`src/rtl/snoop_controller_if.sv`:
```
// Shared-bus signals seen by the snooping half of a cache.
// The initiator drives command/address/strobe; the snooper answers with data and acknowledgements.
interface snoop_controller_if #(
    parameter int ADDR_WIDTH = 16,
    parameter int DATA_WIDTH = 16
);
    logic [2:0]            bus_command;
    logic [ADDR_WIDTH-1:0] bus_address;
    logic                  bus_read_enabled;
    logic [DATA_WIDTH-1:0] bus_data_out;
    logic                  bus_intercept;
    logic                  bus_function_complete;
    logic                  bus_invalidated;

    modport master (
        output bus_command, bus_address, bus_read_enabled,
        input  bus_data_out, bus_intercept, bus_function_complete, bus_invalidated
    );

    modport slave (
        input  bus_command, bus_address, bus_read_enabled,
        output bus_data_out, bus_intercept, bus_function_complete, bus_invalidated
    );
endinterface

```
`src/rtl/snoop_controller.sv`:
```
// Bus-side responder of the invalidate-protocol snoopy cache: supplies MODIFIED words,
// downgrades/invalidates local lines and acknowledges invalidations.
module snoop_controller #(
    parameter int OFFSET_WIDTH = 4,
    parameter int INDEX_WIDTH  = 4,
    parameter int TAG_WIDTH    = 8,
    parameter int DATA_WIDTH   = 16,
    parameter int STATE_WIDTH  = 2
) (
    input  logic                    clock,
    input  logic                    reset,
    input  logic                    own_grant,
    snoop_controller_if.slave       bus,
    output logic [TAG_WIDTH-1:0]    cache_tag,
    output logic [INDEX_WIDTH-1:0]  cache_index,
    output logic [OFFSET_WIDTH-1:0] cache_offset,
    input  logic                    cache_hit,
    input  logic [STATE_WIDTH-1:0]  cache_state_out,
    input  logic [DATA_WIDTH-1:0]   cache_data_out,
    output logic [STATE_WIDTH-1:0]  cache_state_in,
    output logic                    cache_write_state
);
    localparam logic [2:0] CMD_NONE  = 3'd0;
    localparam logic [2:0] CMD_READ  = 3'd1;
    localparam logic [2:0] CMD_RDX   = 3'd2;
    localparam logic [2:0] CMD_INVAL = 3'd3;

    localparam logic [STATE_WIDTH-1:0] ST_INVALID  = STATE_WIDTH'(0);
    localparam logic [STATE_WIDTH-1:0] ST_SHARED   = STATE_WIDTH'(1);
    localparam logic [STATE_WIDTH-1:0] ST_MODIFIED = STATE_WIDTH'(2);

    typedef enum logic [1:0] {S_IDLE, S_SUPPLY, S_RELEASE, S_UPDATE} state_t;

    state_t                  r_state,       w_state_nxt;
    logic [DATA_WIDTH-1:0]   r_data,        w_data_nxt;
    logic                    r_intercept,   w_intercept_nxt;
    logic                    r_complete,    w_complete_nxt;
    logic                    r_invalidated, w_invalidated_nxt;
    logic                    r_write,       w_write_nxt;
    logic [STATE_WIDTH-1:0]  r_state_in,    w_state_in_nxt;

    logic w_active, w_is_read, w_is_rdx, w_is_inval;
    logic w_hit_mod, w_hit_shr, w_last_word;

    assign cache_offset = bus.bus_address[OFFSET_WIDTH-1:0];
    assign cache_index  = bus.bus_address[OFFSET_WIDTH +: INDEX_WIDTH];
    assign cache_tag    = bus.bus_address[OFFSET_WIDTH+INDEX_WIDTH +: TAG_WIDTH];

    assign w_active    = !own_grant && (bus.bus_command != CMD_NONE);
    assign w_is_read   = (bus.bus_command == CMD_READ);
    assign w_is_rdx    = (bus.bus_command == CMD_RDX);
    assign w_is_inval  = (bus.bus_command == CMD_INVAL);
    assign w_hit_mod   = cache_hit && (cache_state_out == ST_MODIFIED);
    assign w_hit_shr   = cache_hit && (cache_state_out == ST_SHARED);
    assign w_last_word = (cache_offset == {OFFSET_WIDTH{1'b1}});

    assign bus.bus_data_out          = r_data;
    assign bus.bus_intercept         = r_intercept;
    assign bus.bus_function_complete = r_complete;
    assign bus.bus_invalidated       = r_invalidated;
    assign cache_state_in            = r_state_in;
    assign cache_write_state         = r_write;

    // Next-state and next-output decode; complete and write are single-cycle strobes by default.
    always_comb begin
        w_state_nxt       = r_state;
        w_data_nxt        = r_data;
        w_intercept_nxt   = r_intercept;
        w_complete_nxt    = 1'b0;
        w_write_nxt       = 1'b0;
        w_state_in_nxt    = r_state_in;
        w_invalidated_nxt = (r_state == S_IDLE) && w_active && (w_is_rdx || w_is_inval) &&
                            (!cache_hit || (cache_state_out == ST_INVALID));
        case (r_state)
            S_IDLE: begin
                if (w_active && (w_is_read || w_is_rdx) && w_hit_mod && bus.bus_read_enabled) begin
                    w_data_nxt      = cache_data_out;
                    w_intercept_nxt = 1'b1;
                    w_complete_nxt  = 1'b1;
                    w_state_nxt     = S_SUPPLY;
                end else if (w_active && (w_is_rdx || w_is_inval) && w_hit_shr) begin
                    w_state_in_nxt  = ST_INVALID;
                    w_write_nxt     = 1'b1;
                    w_state_nxt     = S_UPDATE;
                end else begin
                    w_state_nxt     = S_IDLE;
                end
            end
            S_SUPPLY: begin
                if (!w_active) begin
                    w_intercept_nxt = 1'b0;
                    w_state_nxt     = S_IDLE;
                end else begin
                    w_state_nxt     = S_RELEASE;
                end
            end
            S_RELEASE: begin
                // An aborted burst leaves the line MODIFIED: no state write on this path.
                if (!w_active) begin
                    w_intercept_nxt = 1'b0;
                    w_state_nxt     = S_IDLE;
                end else if (!bus.bus_read_enabled) begin
                    w_intercept_nxt = 1'b0;
                    if (w_last_word) begin
                        w_state_in_nxt = w_is_read ? ST_SHARED : ST_INVALID;
                        w_write_nxt    = 1'b1;
                        w_state_nxt    = S_UPDATE;
                    end else begin
                        w_state_nxt    = S_IDLE;
                    end
                end else begin
                    w_state_nxt     = S_RELEASE;
                end
            end
            S_UPDATE: begin
                w_state_nxt = S_IDLE;
            end
            default: begin
                w_intercept_nxt = 1'b0;
                w_state_nxt     = S_IDLE;
            end
        endcase
    end

    // State and registered-output update with synchronous reset.
    always_ff @(posedge clock) begin
        if (reset) begin
            r_state       <= S_IDLE;
            r_data        <= {DATA_WIDTH{1'b0}};
            r_intercept   <= 1'b0;
            r_complete    <= 1'b0;
            r_invalidated <= 1'b0;
            r_write       <= 1'b0;
            r_state_in    <= ST_INVALID;
        end else begin
            r_state       <= w_state_nxt;
            r_data        <= w_data_nxt;
            r_intercept   <= w_intercept_nxt;
            r_complete    <= w_complete_nxt;
            r_invalidated <= w_invalidated_nxt;
            r_write       <= w_write_nxt;
            r_state_in    <= w_state_in_nxt;
        end
    end
endmodule

```
`src/flat_wrapper.sv`:
```
// flat-port wrapper written by rule: the top's interface ports become plain ports
module snoop_controller_flat 
#(
    parameter int OFFSET_WIDTH = 4,
    parameter int INDEX_WIDTH  = 4,
    parameter int TAG_WIDTH    = 8,
    parameter int DATA_WIDTH   = 16,
    parameter int STATE_WIDTH  = 2
)
  (clock, reset, own_grant, cache_tag, cache_index, cache_offset, cache_hit, cache_state_out, cache_data_out, cache_state_in, cache_write_state, bus_bus_command, bus_bus_address, bus_bus_read_enabled, bus_bus_data_out, bus_bus_intercept, bus_bus_function_complete, bus_bus_invalidated);
  snoop_controller_if #(.DATA_WIDTH(DATA_WIDTH)) bus_i ();
  input  logic clock;
  input  logic reset;
  input  logic own_grant;
  output logic [TAG_WIDTH-1:0] cache_tag;
  output logic [INDEX_WIDTH-1:0] cache_index;
  output logic [OFFSET_WIDTH-1:0] cache_offset;
  input  logic cache_hit;
  input  logic [STATE_WIDTH-1:0] cache_state_out;
  input  logic [DATA_WIDTH-1:0] cache_data_out;
  output logic [STATE_WIDTH-1:0] cache_state_in;
  output logic cache_write_state;
  input wire logic [$bits(bus_i.bus_command)-1:0] bus_bus_command;
  input wire logic [$bits(bus_i.bus_address)-1:0] bus_bus_address;
  input wire logic [$bits(bus_i.bus_read_enabled)-1:0] bus_bus_read_enabled;
  output wire logic [$bits(bus_i.bus_data_out)-1:0] bus_bus_data_out;
  output wire logic [$bits(bus_i.bus_intercept)-1:0] bus_bus_intercept;
  output wire logic [$bits(bus_i.bus_function_complete)-1:0] bus_bus_function_complete;
  output wire logic [$bits(bus_i.bus_invalidated)-1:0] bus_bus_invalidated;
  assign bus_i.bus_command = bus_bus_command;
  assign bus_i.bus_address = bus_bus_address;
  assign bus_i.bus_read_enabled = bus_bus_read_enabled;
  assign bus_bus_data_out = bus_i.bus_data_out;
  assign bus_bus_intercept = bus_i.bus_intercept;
  assign bus_bus_function_complete = bus_i.bus_function_complete;
  assign bus_bus_invalidated = bus_i.bus_invalidated;
  snoop_controller #(.OFFSET_WIDTH(OFFSET_WIDTH), .INDEX_WIDTH(INDEX_WIDTH), .TAG_WIDTH(TAG_WIDTH), .DATA_WIDTH(DATA_WIDTH), .STATE_WIDTH(STATE_WIDTH)) u_core (.clock(clock), .reset(reset), .own_grant(own_grant), .bus(bus_i), .cache_tag(cache_tag), .cache_index(cache_index), .cache_offset(cache_offset), .cache_hit(cache_hit), .cache_state_out(cache_state_out), .cache_data_out(cache_data_out), .cache_state_in(cache_state_in), .cache_write_state(cache_write_state));
endmodule
```
`config.mk`:
```
export PLATFORM = sky130hd
export DESIGN_NAME = snoop_controller_flat
export DESIGN_NICKNAME = d
export VERILOG_FILES = /design/src/rtl/snoop_controller_if.sv /design/src/rtl/snoop_controller.sv /design/src/flat_wrapper.sv
export SDC_FILE = /design/constraint.sdc
export NUM_CORES = 1
export LEC_CHECK = 0
export CORE_MARGIN = 3
export CORE_UTILIZATION = 35
export DETAILED_ROUTE_END_ITERATION = 8
export PLACE_DENSITY = 0.83
export SETUP_SLACK_MARGIN = 0.3
export SYNTH_ARGS = -nofsm -noshare
export SYNTH_HDL_FRONTEND = slang
export SYNTH_SLANG_ARGS = --single-unit
```
`constraint.sdc`:
```
create_clock -name clock -period 2.41 [get_ports clock]
set_input_delay 0.482 -clock clock [delete_from_list [all_inputs] [get_ports clock]]
set_output_delay 0.482 -clock clock [all_outputs]
set_load 0.02 [all_outputs]
```
# Word-level counts from Yosys, hierarchy flattened
# Cells that the tools add are included.
# totals
regBits	24
wordCells	76
input_bits	42
# classes
n_eq_ne	17
muxes	26
n_reduce_logical	25
n_bitwise	1
# op_table
op	count
2-to-1 mux 2 bit	11
logical AND 1 bit	11
2-to-1 mux 1 bit	11
!= test 2 bit, second input constant	5
case mux 2 bit (4 select lines)	1
equality test 2 bit, second input constant	3
equality test 3 x 2 -> 1 bit, second input constant	2
AND reduction 6 bit	1
nonzero test 3 bit	2
equality test 2 x 1 -> 1 bit, second input constant	2
equality test 4 bit, second input constant	1
zero test 2 bit	2
!= test 2 x 1 -> 1 bit, second input constant	2
case mux 2 bit (2 select lines)	1
AND reduction 4 bit	1
equality test 3 x 1 -> 1 bit, second input constant	1
logical OR 1 bit	3
!= test 3 bit, second input constant	1
case mux 1 bit (3 select lines)	1
zero test 1 bit	2
case mux 1 bit (2 select lines)	1
AND reduction 2 bit	1
nonzero test 2 bit	1
OR reduction 2 bit	1
inverter 1 bit	1

# Longest topological paths before layout
# depth
depth_word	7
depth_mapped	7
depth_no_buf	6

# Worst setup path before layout
# No wires, ideal clock.
# synth_timing
path_type	reg-to-reg
from	register u_core.r_state[0]
to	register u_core.r_data[10] (netlist: u_core.bus.bus_data_out[10])
t_arrival_ns	1.821
stages_incl_launch_ff	8
setup_slack_ns	0.461
n_path_buf	1
synth_period_minus_slack_ns	1.949
setup_ns	0.128
path_cell_list	dfxtp_1 inv_1 ha_1 or3b_4 nor3_4 buf_12 mux2i_1 nor2_1
# synth_between
elab_chain_len	2
# synth_lines
item	line_no	text
start: declaration	snoop_controller.sv:34	state_t r_state, w_state_nxt;
start signal: assignment	snoop_controller.sv:136	r_state <= w_state_nxt;
zero test 2 bit	snoop_controller.sv:74	case (r_state)
AND reduction 2 bit (no line)	-	
end signal: assignment	snoop_controller.sv:129	r_data <= {DATA_WIDTH{1'b0}};
end signal: assignment	snoop_controller.sv:137	r_data <= w_data_nxt;
end: declaration	snoop_controller.sv:35	logic [DATA_WIDTH-1:0] r_data, w_data_nxt;
# No other way between the ends.
# A chain may end at the register's enable or synchronous reset.

# Worst setup path after layout
# layout_timing
from	input port bus_bus_address[2]
to	output port cache_offset[2]
# layout_lines
item	line_no	text
start: declaration	flat_wrapper.sv:24	input wire logic [$bits(bus_i.bus_address)-1:0] bus_bus_address;
end: declaration	flat_wrapper.sv:17	output logic [OFFSET_WIDTH-1:0] cache_offset;
# No word-level cell between the ends.

==> results.rst <==
.. list-table::
   :header-rows: 1

   * - Metric
     - Value
   * - Final estimated routing congestion in global placement
     - 0.842
   * - Antenna cells
     - 0
   * - Routed vias/inst
     - roughly 4.8
   * - Final setup violation count
     - 0
   * - Post-synth net total
     - 162
   * - Hold buffers post-CTS
     - 0
   * - Leakage dissipation
     - approximately 0.60 nW
   * - Synth unique cells
     - 32
   * - Area growth, synth to finish
     - 43.9%
   * - Root Buffer Master
     - sky130_fd_sc_hd__clkbuf_4
   * - Post-synthesis share of cell area spent on xor and xnor gates
     - 0.00764
   * - Leading cell types in the layout, fill and taps excluded
     - 54 x sky130_fd_sc_hd__clkdlybuf4s50_1, 23 x sky130_fd_sc_hd__dfxtp_1, 17 x sky130_fd_sc_hd__nor2_1
   * - Unrepaired setup endpoints after global routing
     - no
   * - Status
     - finished clean
   * - Setup TNS Final
     - 0 ns
   * - Max Slew Vio Count
     - 0
   * - Total count of hold-check failures in the final report
     - 0
   * - Number of synthesized register bits
     - 23
   * - Initial antenna violation count
     - 0
   * - Simple-gate share of the synthesized area
     - 0.180
   * - Total clock buffers created by CTS
     - 3
   * - Avg Synthesized Cell Area
     - around 10 sq um
   * - Ratio of final minimum period to clock period
     - 0.850
   * - Main area contributors after synthesis
     - sky130_fd_sc_hd__dfxtp_1 40%, sky130_fd_sc_hd__mux2i_1 14%, sky130_fd_sc_hd__buf_4 11%, sky130_fd_sc_hd__nor2_1 5.6%, sky130_fd_sc_hd__ha_1 4.4%
   * - Most common cell type on the critical path
     - sky130_fd_sc_hd__clkdlybuf4s50_1
   * - Adder-cell area share of the yosys netlist
     - 0.0437
   * - Clock insertion delay at the later pin of the skew report
     - 0.30 ns
   * - Register Area
     - 460 sq um
   * - Total DRC errors in the routed layout
     - 0
   * - Cell class contributing the biggest share of worst-path delay
     - buffers and inverters
   * - Min Tclk post-route
     - between 2 and 2.5 ns
   * - Compound-Gate Fraction of Synth Area
     - 0.0753
   * - Cell area after layout
     - 1650 sq um
   * - Total Routing Usage GR
     - 0.140
   * - CTS H-Tree Depth
     - 1
   * - Die outline height
     - 63.2 um
   * - End-of-flow core utilization
     - 0.536
   * - Worst-case clock buffer depth
     - 2
   * - CTS tree
     - yes
   * - Crit start category
     - input port
   * - Detailed-placement wirelength estimate
     - 2.14 mm
   * - Largest net degree at the start of global routing
     - 17
   * - Detail Route Antenna Nets
     - 0
   * - Starting Density
     - 0.372
   * - Worst path cell trace
     - clkdlybuf4s50_1, clkdlybuf4s50_1
   * - Row count
     - 20
   * - Max-capacitance violation count
     - 0
   * - Core Area
     - 3080 sq um
   * - Portion of the post-synthesis area used by sequential elements
     - 0.402
   * - Crit. End Element
     - output pin
   * - Dominant combinational cell family by area after synthesis
     - simple AND/OR/NAND/NOR gates
   * - YS warnings
     - 0
   * - Placed standard-cell area
     - 1620 sq um
   * - Via count
     - 961
   * - Fin worst setup slack
     - approximately 0.36 ns
   * - Filler Cell Count
     - 283
   * - Launching element of the worst setup path
     - bus_bus_address[2]
   * - Final Power
     - 664 uW
   * - Fmax
     - just under 500 MHz
   * - Count of pins on the block boundary
     - 80
   * - Die outline area
     - 4000 sq um
   * - Port bufs
     - 54
   * - Type of the setup path with the least slack
     - in -> out
   * - Pwr Density
     - between 400 and 500 nW/um^2
   * - CTS Sinks
     - 23
   * - Highest cell delay on the worst timing path
     - 0.61 ns
   * - Drt pass-1 iters
     - 4
   * - Avg WL per Cell
     - between 10 and 15 um
   * - Iter 0 DRT Violations
     - 40
   * - Peak VDD IR
     - 0.159 mV
   * - Via count of the first global-routing pass
     - between 900 and 1000
   * - Setup WS pre-CTS
     - 0.0955 ns
   * - Gr ovfl total
     - 0
   * - Cell Area, Synth
     - about 1100 sq um
   * - Leading area contributor after synthesis
     - sky130_fd_sc_hd__dfxtp_1
   * - Area of combinational cells with multiple inputs
     - a little over 500 sq um
   * - Endpoint required time on the critical path
     - 1.93 ns
   * - CP Data Arrival Time
     - ~1.6 ns
   * - Worst reg2reg path startpoint
     - u_core.r_state[0]$_SDFF_PP0_
   * - Min-delay worst type
     - reg -> reg
   * - Worst hold path startpoint
     - u_core.bus.bus_data_out[7]$_SDFFE_PP0P_
   * - Number of buffers and inverters on the critical path
     - 2
   * - Leading cell type in the layout, fill and taps excluded
     - sky130_fd_sc_hd__clkdlybuf4s50_1
   * - Number of instances in the synthesized netlist
     - 116
   * - Wirelength, routed
     - 2.67 mm
   * - Worst clock skew on the final layout
     - slightly below 0.007 ns
   * - Critical Path Slowest Stage Cell
     - sky130_fd_sc_hd__clkdlybuf4s50_1
   * - Portion of netlist area occupied by mux cells
     - 0.140
   * - Floorplan die width
     - ~63 um
   * - Clock-pin slew on the worst setup and hold paths
     - 0.13 ns
   * - Maximum fanout along the worst path
     - 2
   * - Global-route wire length before repair
     - 4.55 mm
   * - Ratio of cells with drive above 1 in the final layout
     - 0.0764
   * - Share of the synthesized area in the top cell type
     - 0.402
   * - Total number of nets in the final design
     - between 200 and 250
worst paths after layout:
check	end	slack [ns]	depth (start not counted)
max	cache_offset[2]	0.36	2
max reg2reg	u_core.bus.bus_data_out[13]$_SDFFE_PP0P_	0.48	7
min reg2reg	u_core.bus.bus_data_out[7]$_SDFFE_PP0P_	0.51	2
min	u_core.bus.bus_data_out[7]$_SDFFE_PP0P_	0.51	2
sequential cells by signal, indices dropped and copies added, names as in the netlist:
signal                            flops
u_core.cache_write_state              1
u_core.r_state                        2
u_core.bus.bus_intercept              1
u_core.cache_state_in                 1
u_core.bus.bus_data_out              16
u_core.bus.bus_function_complete      1
u_core.bus.bus_invalidated            1
Yosys cell counts:
cell type and number:
sky130_fd_sc_hd__buf_4 17, sky130_fd_sc_hd__a21oi_1 2, sky130_fd_sc_hd__a211o_1 2, sky130_fd_sc_hd__nor4b_1 1, sky130_fd_sc_hd__inv_1 4, sky130_fd_sc_hd__o41a_1 1
sky130_fd_sc_hd__nand4b_1 1, sky130_fd_sc_hd__nor4_1 3, sky130_fd_sc_hd__o311ai_0 1, sky130_fd_sc_hd__buf_12 1, sky130_fd_sc_hd__or3b_4 1, sky130_fd_sc_hd__nand3_1 3
sky130_fd_sc_hd__nand2b_1 1, sky130_fd_sc_hd__a221oi_1 1, sky130_fd_sc_hd__or2_2 1, sky130_fd_sc_hd__xnor2_1 1, sky130_fd_sc_hd__o211a_1 1, sky130_fd_sc_hd__and4bb_2 1
sky130_fd_sc_hd__mux2i_1 16, sky130_fd_sc_hd__ha_1 4, sky130_fd_sc_hd__nor3_1 2, sky130_fd_sc_hd__clkbuf_1 2, sky130_fd_sc_hd__dfxtp_1 23, sky130_fd_sc_hd__and3_1 1
sky130_fd_sc_hd__o31ai_1 1, sky130_fd_sc_hd__or3_1 2, sky130_fd_sc_hd__nor3_4 1, sky130_fd_sc_hd__a211oi_1 1, sky130_fd_sc_hd__conb_1 1, sky130_fd_sc_hd__and4_2 1
sky130_fd_sc_hd__o21ai_0 1, sky130_fd_sc_hd__nor2_1 17
power by group:
| group | switching (mW) | total (mW) | internal [mW] | leakage, nW |
|---|---|---|---|---|
| registers | 0.00184 | 0.385 | 0.383 | 0.185 |
| logic | 0.0421 | 0.106 | 0.0637 | 0.397 |
| clock network | 0.111 | 0.173 | 0.0619 | 0.0177 |
area by class of cell:
type | count | area share
clock buffer | 3 | 0.0137
clock inverter | 1 | 0.00303
inverter | 4 | 0.00910
multi-input combinational | 69 | 0.313
sequential | 23 | 0.279
tap | 44 | 0.0334
timing repair buffer | 57 | 0.349
metrics by stage:
stage	hold WS, ns	std cells
2_1_floorplan	0.560	116
3_3_place_gp	0.474	197
3_5_place_dp	0.482	197
4_1_cts	0.513	201
5_1_grt	0.548	201
6_report	0.508	201
kinds of logic after synthesis:
group                      Yosys count
other                                1
buffers and inverters               24
adders and majority gates            4
xor gates and xnor gates             1
muxes                               16
AOI/OAI and AO/OA                   11
DFF                                 23
and+or+nand+nor                     36
timing repair:
action | 4_1_cts | 5_1_grt
setup endpoints to repair | 0 | 1
buffers inserted | 0 | 0
resized for setup | 0 | 1
routing by layer:
layer,vias to the layer above,track usage,share of wire
li1,472,-,-
met1,444,0.167,0.42
met2,41,0.237,0.48
met3,4,0.0481,0.091
met4,0,0.0431,0.011
met5,-,0,0
Note: power is estimated with default switching activity, not from simulation.
